<file path="src/rtl/instr_mem_encoder.sv">
// Y86-64 instruction encoder: serialises decoded fields into instruction-memory bytes, one byte per cycle.
// Optional INSTR_PAD10_EN pads every instruction to 10 bytes with nop (8'h10).
module instr_mem_encoder #(
    parameter int MEM_DEPTH = 1024
) (
    input  logic        clk_i,
    input  logic        rst_i,
    input  logic        set_ptr_i,
    input  logic [63:0] ptr_i,
    input  logic        in_valid_i,
    output logic        in_ready_o,
    input  logic [3:0]  icode_i,
    input  logic [3:0]  ifun_i,
    input  logic [3:0]  rA_i,
    input  logic [3:0]  rB_i,
    input  logic [63:0] valC_i,
    output logic        wr_en_o,
    output logic [63:0] wr_addr_o,
    output logic [7:0]  wr_data_o,
    output logic [63:0] wr_ptr_o,
    output logic [15:0] instr_cnt_o,
    output logic        invalid_o,
    output logic        mem_error_o
);

    typedef enum logic [1:0] {
        S_IDLE = 2'd0,
        S_EMIT = 2'd1,
        S_ERR  = 2'd2
    } state_t;

    localparam logic [64:0] MEM_LIMIT = 65'(MEM_DEPTH);

    function automatic logic need_regids(input logic [3:0] ic);
        case (ic)
            4'h2, 4'h3, 4'h4, 4'h5, 4'h6, 4'hA, 4'hB: need_regids = 1'b1;
            default:                                  need_regids = 1'b0;
        endcase
    endfunction

    function automatic logic need_valc(input logic [3:0] ic);
        case (ic)
            4'h3, 4'h4, 4'h5, 4'h7, 4'h8: need_valc = 1'b1;
            default:                      need_valc = 1'b0;
        endcase
    endfunction

    function automatic logic [3:0] nat_len(input logic [3:0] ic);
        nat_len = 4'd1 + {3'd0, need_regids(ic)} + (need_valc(ic) ? 4'd8 : 4'd0);
    endfunction

    // Byte idx of an encoded instruction; indices past the natural length are nop padding.
    function automatic logic [7:0] enc_byte(input logic [3:0] idx, input logic [3:0] ic,
                                            input logic [3:0] ifn, input logic [3:0] ra,
                                            input logic [3:0] rb, input logic [63:0] valc);
        logic       nr;
        logic [3:0] vidx;
        nr   = need_regids(ic);
        vidx = idx - 4'd1 - {3'd0, nr};
        if (idx == 4'd0) begin
            enc_byte = {ic, ifn};
        end else if (nr && (idx == 4'd1)) begin
            enc_byte = {ra, rb};
        end else if (idx < nat_len(ic)) begin
            enc_byte = 8'(valc >> {vidx, 3'b000});
        end else begin
            enc_byte = 8'h10;
        end
    endfunction

    state_t      r_state;
    logic [63:0] r_ptr;
    logic [15:0] r_cnt;
    logic        r_wr_en;
    logic [63:0] r_wr_addr;
    logic [7:0]  r_wr_data;
    logic        r_invalid;
    logic        r_mem_err;
    logic [3:0]  r_icode;
    logic [3:0]  r_ifun;
    logic [3:0]  r_ra;
    logic [3:0]  r_rb;
    logic [63:0] r_valc;
    logic [3:0]  r_len;
    logic [3:0]  r_idx;

    logic [3:0]  w_len;
    logic [64:0] w_end;
    logic        w_overflow;
    logic [7:0]  w_byte0;
    logic [7:0]  w_next_byte;

`ifdef INSTR_PAD10_EN
    assign w_len = 4'd10;
`else
    assign w_len = nat_len(icode_i);
`endif

    // Full-width sum so a pointer near 2^64 cannot wrap past the bound check.
    assign w_end       = {1'b0, r_ptr} + {61'd0, w_len};
    assign w_overflow  = (w_end > MEM_LIMIT);
    assign w_byte0     = enc_byte(4'd0, icode_i, ifun_i, rA_i, rB_i, valC_i);
    assign w_next_byte = enc_byte(r_idx + 4'd1, r_icode, r_ifun, r_ra, r_rb, r_valc);

    assign in_ready_o  = (r_state == S_IDLE) & ~set_ptr_i;
    assign wr_en_o     = r_wr_en;
    assign wr_addr_o   = r_wr_addr;
    assign wr_data_o   = r_wr_data;
    assign wr_ptr_o    = r_ptr;
    assign instr_cnt_o = r_cnt;
    assign invalid_o   = r_invalid;
    assign mem_error_o = r_mem_err;

    // Encoder FSM: accept, bound-check, then stream one byte per cycle.
    always_ff @(posedge clk_i) begin
        if (rst_i) begin
            r_state   <= S_IDLE;
            r_ptr     <= 64'd0;
            r_cnt     <= 16'd0;
            r_wr_en   <= 1'b0;
            r_wr_addr <= 64'd0;
            r_wr_data <= 8'd0;
            r_invalid <= 1'b0;
            r_mem_err <= 1'b0;
            r_icode   <= 4'd0;
            r_ifun    <= 4'd0;
            r_ra      <= 4'd0;
            r_rb      <= 4'd0;
            r_valc    <= 64'd0;
            r_len     <= 4'd0;
            r_idx     <= 4'd0;
        end else begin
            case (r_state)
                S_IDLE: begin
                    r_wr_en <= 1'b0;
                    if (set_ptr_i) begin
                        r_ptr     <= ptr_i;
                        r_invalid <= 1'b0;
                        r_mem_err <= 1'b0;
                    end else if (in_valid_i) begin
                        if (icode_i >= 4'hC) begin
                            r_invalid <= 1'b1;
                            r_state   <= S_ERR;
                        end else if (w_overflow) begin
                            r_mem_err <= 1'b1;
                            r_state   <= S_ERR;
                        end else begin
                            r_icode   <= icode_i;
                            r_ifun    <= ifun_i;
                            r_ra      <= rA_i;
                            r_rb      <= rB_i;
                            r_valc    <= valC_i;
                            r_len     <= w_len;
                            r_idx     <= 4'd0;
                            r_wr_en   <= 1'b1;
                            r_wr_addr <= r_ptr;
                            r_wr_data <= w_byte0;
                            r_state   <= S_EMIT;
                        end
                    end
                end
                S_EMIT: begin
                    if (r_idx == (r_len - 4'd1)) begin
                        r_wr_en <= 1'b0;
                        r_ptr   <= r_ptr + {60'd0, r_len};
                        r_cnt   <= r_cnt + 16'd1;
                        r_state <= S_IDLE;
                    end else begin
                        r_idx     <= r_idx + 4'd1;
                        r_wr_addr <= r_wr_addr + 64'd1;
                        r_wr_data <= w_next_byte;
                    end
                end
                S_ERR: begin
                    r_wr_en <= 1'b0;
                    if (set_ptr_i) begin
                        r_ptr     <= ptr_i;
                        r_invalid <= 1'b0;
                        r_mem_err <= 1'b0;
                        r_state   <= S_IDLE;
                    end
                end
                default: begin
                    r_wr_en <= 1'b0;
                    r_state <= S_IDLE;
                end
            endcase
        end
    end

endmodule

</file>
<file path="config.mk">
export PLATFORM = sky130hd
export DESIGN_NAME = instr_mem_encoder
export DESIGN_NICKNAME = d
export VERILOG_FILES = /design/src/rtl/instr_mem_encoder.sv
export SDC_FILE = /design/constraint.sdc
export NUM_CORES = 1
export LEC_CHECK = 0
export BUFFER_PORTS_ARGS = -buffer_cell sky130_fd_sc_hd__clkbuf_2
export CAP_MARGIN = 20
export CORE_AREA = 4 4 185 187
export CTS_BUF_LIST = sky130_fd_sc_hd__clkbuf_2 sky130_fd_sc_hd__clkbuf_4 sky130_fd_sc_hd__clkbuf_8
export CTS_CLUSTER_DIAMETER = 30
export DETAILED_ROUTE_END_ITERATION = 12
export DIE_AREA = 0 0 189 191
export GPL_ROUTABILITY_DRIVEN = 1
export PLACE_DENSITY = 0.69
export SLEW_MARGIN = 20
export SYNTH_ARGS = -nofsm -noshare
export SYNTH_HDL_FRONTEND = slang
export SYNTH_SLANG_ARGS = --single-unit
</file>
<file path="constraint.sdc">
create_clock -name clk_i -period 13.3 [get_ports clk_i]
set_input_delay 2.66 -clock clk_i [delete_from_list [all_inputs] [get_ports clk_i]]
set_output_delay 2.66 -clock clk_i [all_outputs]
set_load 0.05 [all_outputs]
</file>
* Word-level counts from Yosys, hierarchy flattened *
Index checks and enable logic that the tools add are counted.

storage, ports and cells
  register bits = 245
  output and inout bits = 156

operators by class
  multiplexer cells = 57
  bitwise gates (word level) = 4
  magnitude comparators = 3
  $add $sub $neg = 12
  shift-type cells = 1
  equal/unequal tests = 34
  reduce and logical (&&, ||, !) cells = 18

operator list
  operator                 number
  $mux W64                 7
  $pmux W64 S2             2
  $add A64 B4 Y65          1
  $gt A65 B11 Y1 const B   1
  $add A64 B1 Y64 const B  1
  $add A64 B4 Y64          1
  $mux W8                  8
  $shr A64 B7 Y8           1
  $eq A4 B3 Y1 const B     8
  $mux W4                  7
  $eq A4 B4 Y1 const B     6
  $mux W1                  21
  $add A16 B1 Y16 const B  1
  $eq A4 B2 Y1 const B     4
  $pmux W8 S2              1
  $ne A2 B2 Y1 const B     7
  $reduce_or A7 Y1         2
  $mux W2                  6
  $reduce_and A5 Y1        2
  $reduce_or A5 Y1         2
  $ne A3 B3 Y1 const B     3
  $add A2 B4 Y4            2
  $pmux W4 S2              1
  $reduce_and A4 Y1        2
  24 further kinds         32

* Logic depth before layout (Yosys ltp) *
Gate-level depths: netlist of the first run.

  depth after elaboration = 14
  gate-level depth with buffers = 20
  gate-level depth less buffers = 16

* Least setup slack after synthesis of the first run *
Ideal clock, no wire load.

  path type = input -> register
  start = in icode_i[2]
  end = reg r_wr_addr[42] (netlist: wr_addr_o[42])
  library setup time = 0.128 ns
  data required time = 13.172 ns
  cell stages on the path = 18
  slack = 6.451 ns
  data arrival time = 6.721 ns
  cell sequence = mux2_2 inv_1 ha_1 inv_1 fa_1 and3b_1 clkbuf_1 o2111ai_1 or4b_2 xnor2_1 a21oi_1 nand4_1 or4_4 or3_4 buf_6 buf_2 a31oi_1 nor2_1

between the ends
  word-level cells in the longest chain between the ends = 9

RTL lines
  element                                     line  source
  from (decl)                                 12    input logic [3:0] icode_i,
  $eq A4 B2 Y1, or another cell as far along  35    case (ic)
  $reduce_or A7 Y1 (*)                        n/a
  $mux W1 (*)                                 n/a
  $add A1 B1 Y2 (*)                           49    nat_len = 4'd1 + {3'd0, need_regids(ic)} + (need_valc(ic) ? 4'd8 : 4'd0);
  $add A2 B4 Y4 (*)                           49
  net w_len[0]                                87    logic [3:0] w_len;
  $add A64 B4 Y65 (*)                         100   assign w_end = {1'b0, r_ptr} + {61'd0, w_len};
  $gt A65 B11 Y1 (*)                          101   assign w_overflow = (w_end > MEM_LIMIT);
  $ne A2 B2 Y1 (no source line) (*)           n/a
  $reduce_and A6 Y1 (no source line) (*)      n/a
  to (signal assigned)                        156   r_wr_addr <= r_ptr;
  to (signal assigned)                        170   r_wr_addr <= r_wr_addr + 64'd1;
  to (decl)                                   75    logic [63:0] r_wr_addr;

Mark *: on every way through the listed nets, which the timed path passes. The rest lies on a longest branch.
A chain may end at the register's enable or synchronous reset.

* Worst setup path in the final report of the first run *
  start = in icode_i[2]
  end = reg r_wr_addr[2] (netlist: wr_addr_o[2])

Same word-level chain as after synthesis.

==> results of run 1 <==
==> layout make-up <==
class                      count  area, µm²
tap                          442        553
multi-input combinational   1592       9330
clock inverter                39        602
timing repair buffer         326       1700
inverter                      39        146
sequential                   244       4890
clock buffer                  74        987
fill                        3135      14200
==> cells by family (layout without fill, tap and decap cells) <==
logic type,Yosys count,after routing,synth area share (%)
fa+ha+maj,19,19,1.67
xor+xnor,45,45,2.60
mux,37,37,3.77
flops,244,244,32.2
buf+inv,221,478,6.62
simple gates,932,932,30.1
compound gates,559,559,23.1
==> metal layers <==
| layer | up-vias | GRT usage (%) | wire [µm] |
|---|---|---|---|
| met5 | - | 0 | 8 |
| met4 | 2 | 10.9 | 2270 |
| met3 | 135 | 7.71 | 5420 |
| met2 | 831 | 48.9 | 26000 |
| met1 | 8002 | 38.5 | 23400 |
| li1 | 7959 | - | - |
==> stage by stage <==
step	setup slack (ns)	cells	power, mW	hold WS [ns]
2_1_floorplan	6.45	2057	0.903	0.427
3_3_place_gp	4.27	2641	0.970	0.435
3_5_place_dp	4.53	2641	0.972	0.442
4_1_cts	5.18	2754	2.15	0.450
5_1_grt	4.74	2756	2.21	0.465
6_report	5.06	2756	2.14	0.448
==> power by group <==
group / switching (mW) / total (mW) / internal (mW) / leakage (nW)
registers: 0.0437 / 0.787 / 0.744 / 1.98
logic: 0.114 / 0.173 / 0.0584 / 3.91
clock network: 0.396 / 1.18 / 0.786 / 0.798
total: 0.554 / 2.14 / 1.59 / 6.69
==> critical path: stages <==
cell       delay, ns
clkbuf_2        0.15
mux2_2          0.41
inv_1           0.12
ha_1            0.22
inv_1           0.07
fa_1            0.39
and3b_1         0.37
o2111ai_1       0.35
or4b_2          0.74
xnor2_1         0.15
a21oi_1         0.13
nand4_1         0.11
or4_4           0.49
nor3_4          0.67
buf_4           0.49
buf_4           0.73
o22ai_1         0.18
a32o_1          0.29
==> state kept, by name, indices dropped and copies added (netlist names), 8 cells and up <==
register	cells
wr_ptr_o	64
wr_addr_o	64
wr_data_o	8
instr_cnt_o	16
r_valc	64
==> cell usage after synthesis, drive strengths merged, types with 5 or more instances <==
cell,instances
or2,10
buf,71
or3,24
and3,27
mux4,16
o21a,6
o2bb2ai,8
clkbuf,111
and4,16
a221oi,13
nor3b,5
a21oi,237
a32o,15
xor2,23
inv,39
a41oi,6
dfxtp,244
nand2b,8
nor4,35
nor2b,6
xnor2,22
nor3,89
ha,17
o22ai,29
nand2,344
nand3,70
a21o,6
a22oi,22
nand4,73
a311oi,13
and2,12
o32ai,14
a211oi,25
mux2i,20
or4,13
o21ai,88
a31oi,18
o211ai,20
nor2,185
o31ai,6
==> worst max path at each step <==
stage	from	endpoint	slack, ns	cells past startpoint
after floorplan	icode_i[2]	wr_addr_o[42]	6.45	18
after global placement	icode_i[0]	wr_addr_o[2]	4.27	17
after detailed placement	icode_i[2]	wr_addr_o[2]	4.53	18
after CTS	icode_i[2]	wr_addr_o[2]	5.18	18
after global routing	icode_i[1]	wr_addr_o[2]	4.74	19
final	icode_i[2]	wr_addr_o[2]	5.06	18
==> key figures, run 1 <==
Min path
  – Hold endpoint: r_valc[55]
  – Hold path depth: 2
  – Hold Crit Start: r_valc[55]
  – Min-delay worst type: reg2reg

Routing
  – Total routed wirelength: around 57 mm
  – Drt first pass iters: 6
  – Vias: ~17,000
  – Drt drc: 0
  – DRT iter0 DRCs: 1,644
  – WL/cell: 20.7 µm
  – Final ANT Viol Nets: 0
  – Drt via density: 6.14

Die
  – Die Ht: about 190 µm
  – Initial core utilization: a little under half
  – Core ar.: roughly 32,000 µm²
  – Die X: 189 µm
  – Die area: 36,100 µm²
  – Number of I/O pins: just over 300
  – Std-Cell Rows: 66

Clock tree
  – # hold bufs at CTS: 0
  – H-tree Lvls: 2
  – Clk slew on worst S/H paths: 0.06 ns
  – Max clock buf depth: 3
  – # resized after CTS: 0
  – Clk Tree Root Cell: clkbuf_8
  – # Post-CTS Setup Buffers: 0
  – TritonCTS Buffers: 60
  – Clock sink total: ~240
  – Worst-skew pair later-pin latency: a little over 0.6 ns
  – CTS tree: yes

Finish
  – Ratio of cells with drive above 1 in the final layout: between 20% and 30%
  – Final net count: 2,430
  – Commonest non-fill, non-tap cells in the layout: 340 x nand2_1, 302 x clkbuf_2, 243 x dfxtp_1
  – Final instance area: 18,200 µm²
  – Most common cell after layout, fill and taps aside: nand2_1
  – Core Util, Final: 56.1%
  – Synth-to-layout area growth: 20.0%
  – Antenna diodes: 0

Synth
  – Post-synthesis net count: 2,224
  – Synth warn: 0
  – Syn Area/Cell: 7.38 µm²
  – EDFF count, synth: 0
  – Cell Area, Synth: between 15,000 and 20,000 µm²
  – Synth async-reset ratio: 0%
  – Post-Synthesis Cells: 2,057
  – Yosys top cell by area: dfxtp_1
  – Sequential area share after synthesis: approximately a third
  – Post-synth top flop: dfxtp_1
  – Top cell type's share of synthesized area: approximately a third
  – Post-synth cell types: 85
  – FF+latch count, synth: around 240
  – Largest cells by area after synthesis: dfxtp_1 32%, nand2_1 8.5%, a21oi_1 7.8%, nor2_1 4.6%, nor3_1 2.8%

Critical path
  – CP max FO: 80
  – Critical R2R Capture: wr_addr_o[2]
  – Critical path class: in2reg
  – Req. time, crit path: 13.80 ns
  – Setup crit end kind: flop
  – CP startpoint kind: input pin
  – Setup slack, reg-to-reg: 6.66 ns
  – R2R depth: 12
  – RR Startpoint: wr_ptr_o[39]
  – CP Data Arrival Time: between 8 and 9 ns

Placed design
  – Placed cell areas: 16,600 µm²
  – Port bufs: 303
  – Detailed placement HPWL: 40.3 mm
  – GPL Wtd Cong: 0.958

Global route
  – Initial antenna violation count: 1
  – Number of global-route vias before repair: 15,709
  – Largest net degree at the start of global routing: 96
  – Total global routing track utilization: 30.0%
  – Global route overflow: 0
  – Global-route wire length before repair: 88.4 mm

Timing
  – Final Hold Fails: 0
  – Clock skew: approximately 0.019 ns
  – Post-route setup TNS: 0 ns
  – F_max: approximately 0.12 GHz
  – Final max-slew violation count: 0
  – Setup Viol. Count Final: 0
  – RSZ-0062 raised after global routing: no
  – Crit path time final: 8.24 ns
  – Relative slew slack: between 20% and 30%
  – Worst-Margin Slew: between 1 and 1.5 ns
  – Tcrit/Tclk final: 62.0%

Flow run
  – Number of max-cap violations: 0

Power
  – Leak: 6.69 nW
  – Cell Pwr Density: 118 nW/µm²
  – Peak VDD IR: 0.000134 V

Status
  – Status: finished clean
Power figures use the tool's default switching activity.
==> run 2, diff against run 1 <==
--- a/config.mk
+++ b/config.mk
@@ -5,15 +5,16 @@
 export SDC_FILE = /design/constraint.sdc
 export NUM_CORES = 1
 export LEC_CHECK = 0
+export ABC_AREA = 1
 export BUFFER_PORTS_ARGS = -buffer_cell sky130_fd_sc_hd__clkbuf_2
 export CAP_MARGIN = 20
-export CORE_AREA = 4 4 185 187
+export CORE_AREA = 4 4 199 201
 export CTS_BUF_LIST = sky130_fd_sc_hd__clkbuf_2 sky130_fd_sc_hd__clkbuf_4 sky130_fd_sc_hd__clkbuf_8
 export CTS_CLUSTER_DIAMETER = 30
 export DETAILED_ROUTE_END_ITERATION = 12
-export DIE_AREA = 0 0 189 191
+export DIE_AREA = 0 0 203 205
 export GPL_ROUTABILITY_DRIVEN = 1
-export PLACE_DENSITY = 0.69
+export PLACE_DENSITY = 0.68
 export SLEW_MARGIN = 20
 export SYNTH_ARGS = -nofsm -noshare
 export SYNTH_HDL_FRONTEND = slang
==> constraint.sdc (replaced) <==
create_clock -name clk_i -period 8.5 [get_ports clk_i]
set_input_delay 1.7 -clock clk_i [delete_from_list [all_inputs] [get_ports clk_i]]
set_output_delay 1.7 -clock clk_i [all_outputs]
set_load 0.05 [all_outputs]
==> run 2 against run 1 <==
Cell count is 39% higher. Total power is 63% higher. Global-route usage up 5.2 points. Sequential cell count unchanged. Synthesized cell count up 47%. Count of clock-buffer cells in the layout is 20 higher. Cell area grew 14%. Setup slack worse by 3.1 ns. Die area increased by 15%. Area after synthesis rose by 15%. Combinational power rose to 3.0 times the previous value. Clock power increased by 46%. Largest cell class unchanged. Largest power group unchanged.
==> key figures, run 2 <==
Critical path
  – R2R depth: 22 (+10)
  – Slowest Stage Delay on Critical Path: 0.58 ns (-0.16 ns)
  – CP Data Arrival Time: 7.11 ns (-1.63 ns)
  – Most used cell, CP: nand2_1
  – CP bufs+invs: 6 (+1)
  – Critical path class: in2reg
  – Req. time, crit path: 9.05 ns (-4.75 ns)
  – Slowest library cell on the worst path: nand3_4
  – CP top delay family: simple AND/OR/NAND/NOR gates
  – CP max FO: 77 (-3.8%)
  – CP Depth: 26 (+8)
  – CP startpoint kind: input pin
  – Setup crit end kind: flop

Die
  – Core ar.: 37,600 µm² (+16%)
  – Number of I/O pins: 304 (unchanged)
  – Initial core utilization: 46.6% (-0.13 points)
  – Die area: 41,600 µm² (+15%)
  – Std-Cell Rows: 71 (+7.6%)
  – Die Ht: 205 µm (+7.3%)
  – Die X: 203 µm (+7.4%)

Synth
  – Synth async-reset ratio: 0% (unchanged)
  – Post-Synthesis Cells: 3,023 (+47%)
  – EDFF count, synth: 0 (unchanged)
  – Post-synthesis net count: 3,190 (+43%)
  – Synth top cells by count: 832 x nand2_1, 563 x nor2_1, 283 x inv_1
  – Top cell type's share of synthesized area: 27.9% (-4.3 points)
  – Yosys top cell by area: dfxtp_1
  – Sequential area share after synthesis: 27.9% (-4.3 points)
  – Post-synth top flop: dfxtp_1
  – Largest cells by area after synthesis: dfxtp_1 28%, nand2_1 18%, nor2_1 12%, a21oi_1 6.8%, inv_1 6.1%
  – FF+latch count, synth: 244 (unchanged)
  – Cell Area, Synth: 17,500 µm² (+15%)
  – Syn Area/Cell: 5.80 µm² (-21%)
  – Synth warn: 0 (unchanged)
  – Count leader, synth: nand2_1
  – Post-synth cell types: 49 (-42%)

Min path
  – Min-delay worst type: reg2reg
  – Hold path depth: 2 (unchanged)

Clock tree
  – Clock sink total: 244 (unchanged)
  – Clk slew on worst S/H paths: 0.05 ns (about the same)
  – # Post-CTS Setup Buffers: 0 (unchanged)
  – Worst-skew pair later-pin latency: 0.63 ns (about the same)
  – # resized after CTS: 0 (unchanged)
  – # hold bufs at CTS: 0 (unchanged)
  – Clk Tree Root Cell: clkbuf_8
  – Max clock buf depth: 3 (unchanged)
  – CTS tree: yes
  – TritonCTS Buffers: 67 (+12%)
  – H-tree Lvls: 3 (+1)

Routing
  – Drt via density: 5.50 (-10%)
  – Vias: 21,121 (+25%)
  – Drt drc: 0 (unchanged)
  – Detail Route met3 WL: 6.23 mm (+15%)
  – DR top layer: met4
  – Met1 WL: 31.2 mm (+33%)
  – Met2 wire len: 35.5 mm (+36%)
  – Total routed wirelength: 76.3 mm (+34%)
  – Drt first pass iters: 6 (unchanged)
  – Final ANT Viol Nets: 0 (unchanged)
  – DRT iter0 DRCs: 1,962 (+19%)
  – WL/cell: 19.9 µm (-4.1%)

Timing
  – Clock skew: 0.0205 ns (+0.00175 ns)
  – Worst-Margin Slew: 0.918 ns (-0.140 ns)
  – F_max: 0.153 GHz
  – Final max-slew violation count: 0 (unchanged)
  – Tcrit/Tclk final: 77.1%
  – Final Hold Fails: 0 (unchanged)
  – Post-route setup TNS: 0 ns (unchanged)
  – Crit path time final: 6.55 ns
  – Setup Viol. Count Final: 0 (unchanged)
  – Relative slew slack: 38.6% (+9.8 points)
  – RSZ-0062 raised after global routing: no

Flow run
  – Number of max-cap violations: 0 (unchanged)

Placed design
  – Port bufs: 303 (unchanged)
  – GPL Wtd Cong: 1.09 (+13%)
  – Detailed placement HPWL: 58.4 mm (+45%)

Finish
  – Final net count: 3,443 (+42%)
  – Ratio of cells with drive above 1 in the final layout: 14.6% (-7.3 points)
  – Antenna diodes: 0 (unchanged)
  – Fillers: 3,890 (+24%)
  – Most common cell after layout, fill and taps aside: nand2_1
  – Core Util, Final: 55.3% (-0.83 points)
  – Commonest non-fill, non-tap cells in the layout: 831 x nand2_1, 560 x nor2_1, 302 x clkbuf_2
  – Synth-to-layout area growth: 18.6%

Global route
  – Global-route wire length before repair: 115 mm (+30%)
  – Total global routing track utilization: 35.2% (+5.2 points)
  – Initial antenna violation count: 0 (-1)
  – Number of global-route vias before repair: 19,756 (+26%)
  – Global route overflow: 0 (unchanged)
  – Largest net degree at the start of global routing: 86 (-10%)

Power
  – Cell Pwr Density: 168 nW/µm² (+43%)
  – Peak VDD IR: 0.000127 V (-5.3%)
  – Leak: 9.23 nW (+38%)

Status
  – Status: finished clean
==> run 2: changes by cell type after synthesis, moves of 29 or more <==
cell	delta
o22ai_1	-29
nor2_1	+378
xor2_1	+72
inv_1	+244
nor3_1	-32
o21ai_0	+79
nand3_1	+117
nand2_1	+490
==> run 2: worst reg2reg max path: cells and delay by family, from the launching register on <==
| kind | cells | cell delay, ns |
|---|---|---|
| adder cells (fa/ha/maj) | 2 | 0.66 |
| buffers and inverters | 4 | 0.97 |
| flip-flops | 1 | 0.42 |
| AND/OR/NAND/NOR | 16 | 2.94 |
==> run 2: path summary, 6_finish.rpt <==
check / from / end / slack, ns
max reg2reg: wr_ptr_o[0] / r_icode[2] / 3.44
max: icode_i[2] / r_icode[2] / 1.95
min reg2reg: r_valc[54] / r_valc[54] / 0.46
min: r_valc[54] / r_valc[54] / 0.46
==> run 2: power by group <==
| group | internal (mW) | switching, mW | leakage [nW] |
|---|---|---|---|
| clock | 1.06 | 0.657 | 0.800 |
| combinational | 0.144 | 0.376 | 6.45 |
| sequential | 1.18 | 0.0723 | 1.98 |
| total | 2.38 | 1.10 | 9.23 |
==> run 2: per-layer routing <==
layer | vias up | global-route usage [%]
li1 | 10225 | -
met4 | 0 | 15.4
met3 | 173 | 6.21
met1 | 9718 | 44.9
met5 | - | 0
met2 | 1005 | 58.4
==> run 2: cells by family (layout without fill, tap and decap cells) <==
| logic type | after synthesis | count (layout) | share of synthesized area (%) |
|---|---|---|---|
| AOI/OAI and AO/OA | 455 | 455 | 13.8 |
| xor gates and xnor gates | 106 | 106 | 5.30 |
| adders and majority gates | 19 | 19 | 1.44 |
| buffers and inverters | 433 | 739 | 9.85 |
| DFF | 244 | 244 | 27.9 |
| muxes | 2 | 2 | 0.114 |
| and+or+nand+nor | 1764 | 1764 | 41.7 |
==> run 2: cell type report <==
cell class | count | area [µm²] | share of cell area, %
inverters | 294 | 1100 | 5.32
multi-input cells | 2346 | 10900 | 52.7
clock buffers | 94 | 1220 | 5.87
flip-flops and latches | 244 | 4890 | 23.5
well taps | 511 | 639 | 3.08
repair buffers | 323 | 1690 | 8.15
clock inverters | 28 | 287 | 1.38
==> run 2: stage by stage <==
step	instance area (µm²)	power (mW)	hold slack [ns]	std cells	setup slack, ns
after floorplan	17500	1.59	0.437	3023	3.59
after global routing	20800	3.61	0.477	3840	1.63
after detailed placement	19300	1.78	0.453	3717	1.50
final	20800	3.49	0.460	3840	1.95
after CTS	20800	3.50	0.458	3839	2.14
after global placement	19300	1.78	0.444	3717	1.60
==> run 3, diff against run 2 <==
--- a/config.mk
+++ b/config.mk
@@ -14,7 +14,7 @@
 export DETAILED_ROUTE_END_ITERATION = 12
 export DIE_AREA = 0 0 203 205
 export GPL_ROUTABILITY_DRIVEN = 1
-export PLACE_DENSITY = 0.68
+export PLACE_DENSITY = 0.71
 export SLEW_MARGIN = 20
 export SYNTH_ARGS = -nofsm -noshare
 export SYNTH_HDL_FRONTEND = slang
==> constraint.sdc (replaced) <==
create_clock -name clk_i -period 5.7 [get_ports clk_i]
set_input_delay 1.14 -clock clk_i [delete_from_list [all_inputs] [get_ports clk_i]]
set_output_delay 1.14 -clock clk_i [all_outputs]
set_load 0.05 [all_outputs]
==> run 3 against run 2 <==
Cell count grew 0.63%. Sequential power grew 48%. Routed wire length shrank 0.11%. Total power grew 54%. Setup slack lost 1.2 ns. Largest cell class unchanged. Highest routed layer is now met5.
==> key figures, run 3 (synthesis gave the netlist of run 2 again) <==
Critical path
  – CP Depth: 25 (-3.8%)
  – Crit path launch: icode_i[2]
  – RR Startpoint: r_state[0]
  – Critical R2R Capture: wr_ptr_o[8]
  – R2R depth: 9 (-59%)
  – CP top delay family: simple AND/OR/NAND/NOR gates
  – CP max FO: 57 (-26%)
  – Slowest Stage Delay on Critical Path: 0.48 ns (-0.10 ns)
  – Setup crit end kind: flop
  – CP bufs+invs: 5 (-1)
  – Setup crit end: wr_addr_o[49]
  – Setup slack, reg-to-reg: 1.48 ns (-1.96 ns)
  – Critical path class: in2reg
  – Most used cell, CP: nand2_1
  – CP startpoint kind: input pin
  – Slowest library cell on the worst path: buf_4
  – Req. time, crit path: 6.20 ns (-2.85 ns)
  – CP Data Arrival Time: 5.48 ns (-1.63 ns)

Finish
  – Final net count: 3,465 (+0.64%)
  – Final instance area: 21,000 µm² (+1.3%)
  – Synth-to-layout area growth: 20.1%
  – Commonest non-fill, non-tap cells in the layout: 831 x nand2_1, 560 x nor2_1, 302 x clkbuf_2
  – Ratio of cells with drive above 1 in the final layout: 15.2% (+0.62 points)
  – Core Util, Final: 56.0% (+0.70 points)
  – Fillers: 3,826 (-1.6%)
  – Most common cell after layout, fill and taps aside: nand2_1

Global route
  – Largest net degree at the start of global routing: 135 (+57%)
  – Total global routing track utilization: 35.4% (+0.23 points)
  – Initial antenna violation count: 1 (+1)
  – Number of global-route vias before repair: 19,914 (+0.80%)
  – Global-route wire length before repair: 115 mm (+0.25%)
  – Global route overflow: 0 (unchanged)

Power
  – Peak VDD IR: 0.000235 V (+85%)
  – Clock network fraction of total power: 50.9% (+1.6 points)
  – Net Sw Frac: 30.6% (-1.1 points)
  – Flop pwr share: 34.4% (-1.4 points)
  – Comb pwr share: 14.7% (-0.2 points)
  – P_sw: 1.65 mW (+49%)
  – Leak: 9.35 nW (+1.4%)
  – Cell Pwr Density: 256 nW/µm² (+52%)
  – Internal power: 3.73 mW (+57%)

Clock tree
  – Max clock buf depth: 3 (unchanged)
  – Worst-skew pair later-pin latency: 0.63 ns (about the same)
  – Clk slew on worst S/H paths: 0.05 ns (about the same)
  – # resized after CTS: 0 (unchanged)
  – Clk Tree Root Cell: clkbuf_8
  – # hold bufs at CTS: 0 (unchanged)
  – TritonCTS Buffers: 69 (+3.0%)
  – Clock sink total: 244 (unchanged)
  – H-tree Lvls: 3 (unchanged)
  – CTS tree: yes
  – # Post-CTS Setup Buffers: 0 (unchanged)

Status
  – Status: finished clean

Routing
  – Drt drc: 0 (unchanged)
  – Final ANT Viol Nets: 0 (unchanged)
  – Met1 WL: 30.6 mm (-1.9%)
  – Vias: 21,301 (+0.85%)
  – Drt via density: 5.51 (+0.23%)
  – Met2 wire len: 35.6 mm (+0.37%)
  – Total routed wirelength: 76.2 mm (-0.11%)
  – WL/cell: 19.7 µm (-0.73%)
  – DR top layer: met5
  – Drt first pass iters: 6 (unchanged)
  – DRT iter0 DRCs: 2,105 (+7.3%)
  – Detail Route met3 WL: 6.17 mm (-0.96%)

Die
  – Initial core utilization: 46.6% (unchanged)
  – Number of I/O pins: 304 (unchanged)
  – Die X: 203 µm (unchanged)
  – Die Ht: 205 µm (unchanged)
  – Core ar.: 37,600 µm² (unchanged)
  – Std-Cell Rows: 71 (unchanged)
  – Die area: 41,600 µm² (unchanged)

Timing
  – Crit path time final: 4.98 ns
  – Tcrit/Tclk final: between 80% and 90%
  – Setup Viol. Count Final: 0 (unchanged)
  – Relative slew slack: 27.6% (-11 points)
  – Final Hold Fails: 0 (unchanged)
  – Worst-Margin Slew: 1.09 ns (+0.168 ns)
  – Clock skew: 0.0316 ns (+0.0112 ns)
  – Post-route setup TNS: 0 ns (unchanged)
  – Final max-slew violation count: 0 (unchanged)
  – F_max: 0.201 GHz
  – RSZ-0062 raised after global routing: no

Placed design
  – Port bufs: 303 (unchanged)
  – Detailed placement HPWL: 59.0 mm (+1.0%)
  – GPL Wtd Cong: 1.02 (-5.9%)
  – Placed cell areas: 19,400 µm² (+0.88%)

Flow run
  – Number of max-cap violations: 0 (unchanged)

Min path
  – Min-delay worst type: reg2reg
run 3: through the flow:
| step | hold slack, ns | power (mW) | setup WS, ns | instances |
|---|---|---|---|---|
| after detailed placement | 0.451 | 2.66 | 0.216 | 3738 |
| after CTS | 0.457 | 5.40 | 0.835 | 3863 |
| after floorplan | 0.437 | 2.37 | 1.35 | 3023 |
| final | 0.455 | 5.38 | 0.722 | 3864 |
| after global routing | 0.473 | 5.58 | 0.442 | 3863 |
| after global placement | 0.438 | 2.65 | 0.296 | 3738 |
run 3: per-layer routing:
layer  vias up  GRT usage [%]
li1      10278              -
met1      9810           43.6
met2      1015           59.7
met3       196           6.74
met4         2           17.1
met5         -              0
run 3: how the worst min path moves through the flow:
| stage | slack (ns) | to | start | cells after the start |
|---|---|---|---|---|
| 2_1_floorplan | 0.44 | r_valc[0] | r_valc[0] | 2 |
| 6_report | 0.46 | r_valc[5] | r_valc[5] | 2 |
| 3_5_place_dp | 0.45 | r_valc[54] | r_valc[54] | 2 |
| 4_1_cts | 0.46 | r_valc[54] | r_valc[54] | 2 |
| 3_3_place_gp | 0.44 | invalid_o | invalid_o | 2 |
| 5_1_grt | 0.47 | r_valc[19] | r_valc[19] | 2 |
run 3: worst reg2reg max path: stages, from the launching register on:
cell,delay (ns)
dfxtp_2,0.31
clkinv_1,0.04
buf_4,0.50
nor2_4,0.09
inv_2,0.78
nor2_1,0.42
nor2_4,0.80
buf_4,0.66
a21oi_1,0.18
a221oi_1,0.32
run 3: area by class of cell:
type                    count  area, µm²  area share [%]
clock inverters            29        350            1.67
well taps                 511        639            3.04
inverters                 294       1100            5.25
repair buffers            343       1840            8.77
clock buffers              96       1260            6.01
multi-input cells        2346      10900            52.0
diodes                      1       2.50          0.0119
flip-flops and latches    244       4890            23.2
run 3: power groups by stage:
stage,sequential [mW],clock [mW],combinational [mW]
floorplan,1.98,0,0.385
global placement,1.88,0,0.774
detailed placement,1.88,0,0.780
CTS,1.85,2.77,0.784
global route,1.85,2.87,0.858
finish,1.85,2.74,0.790
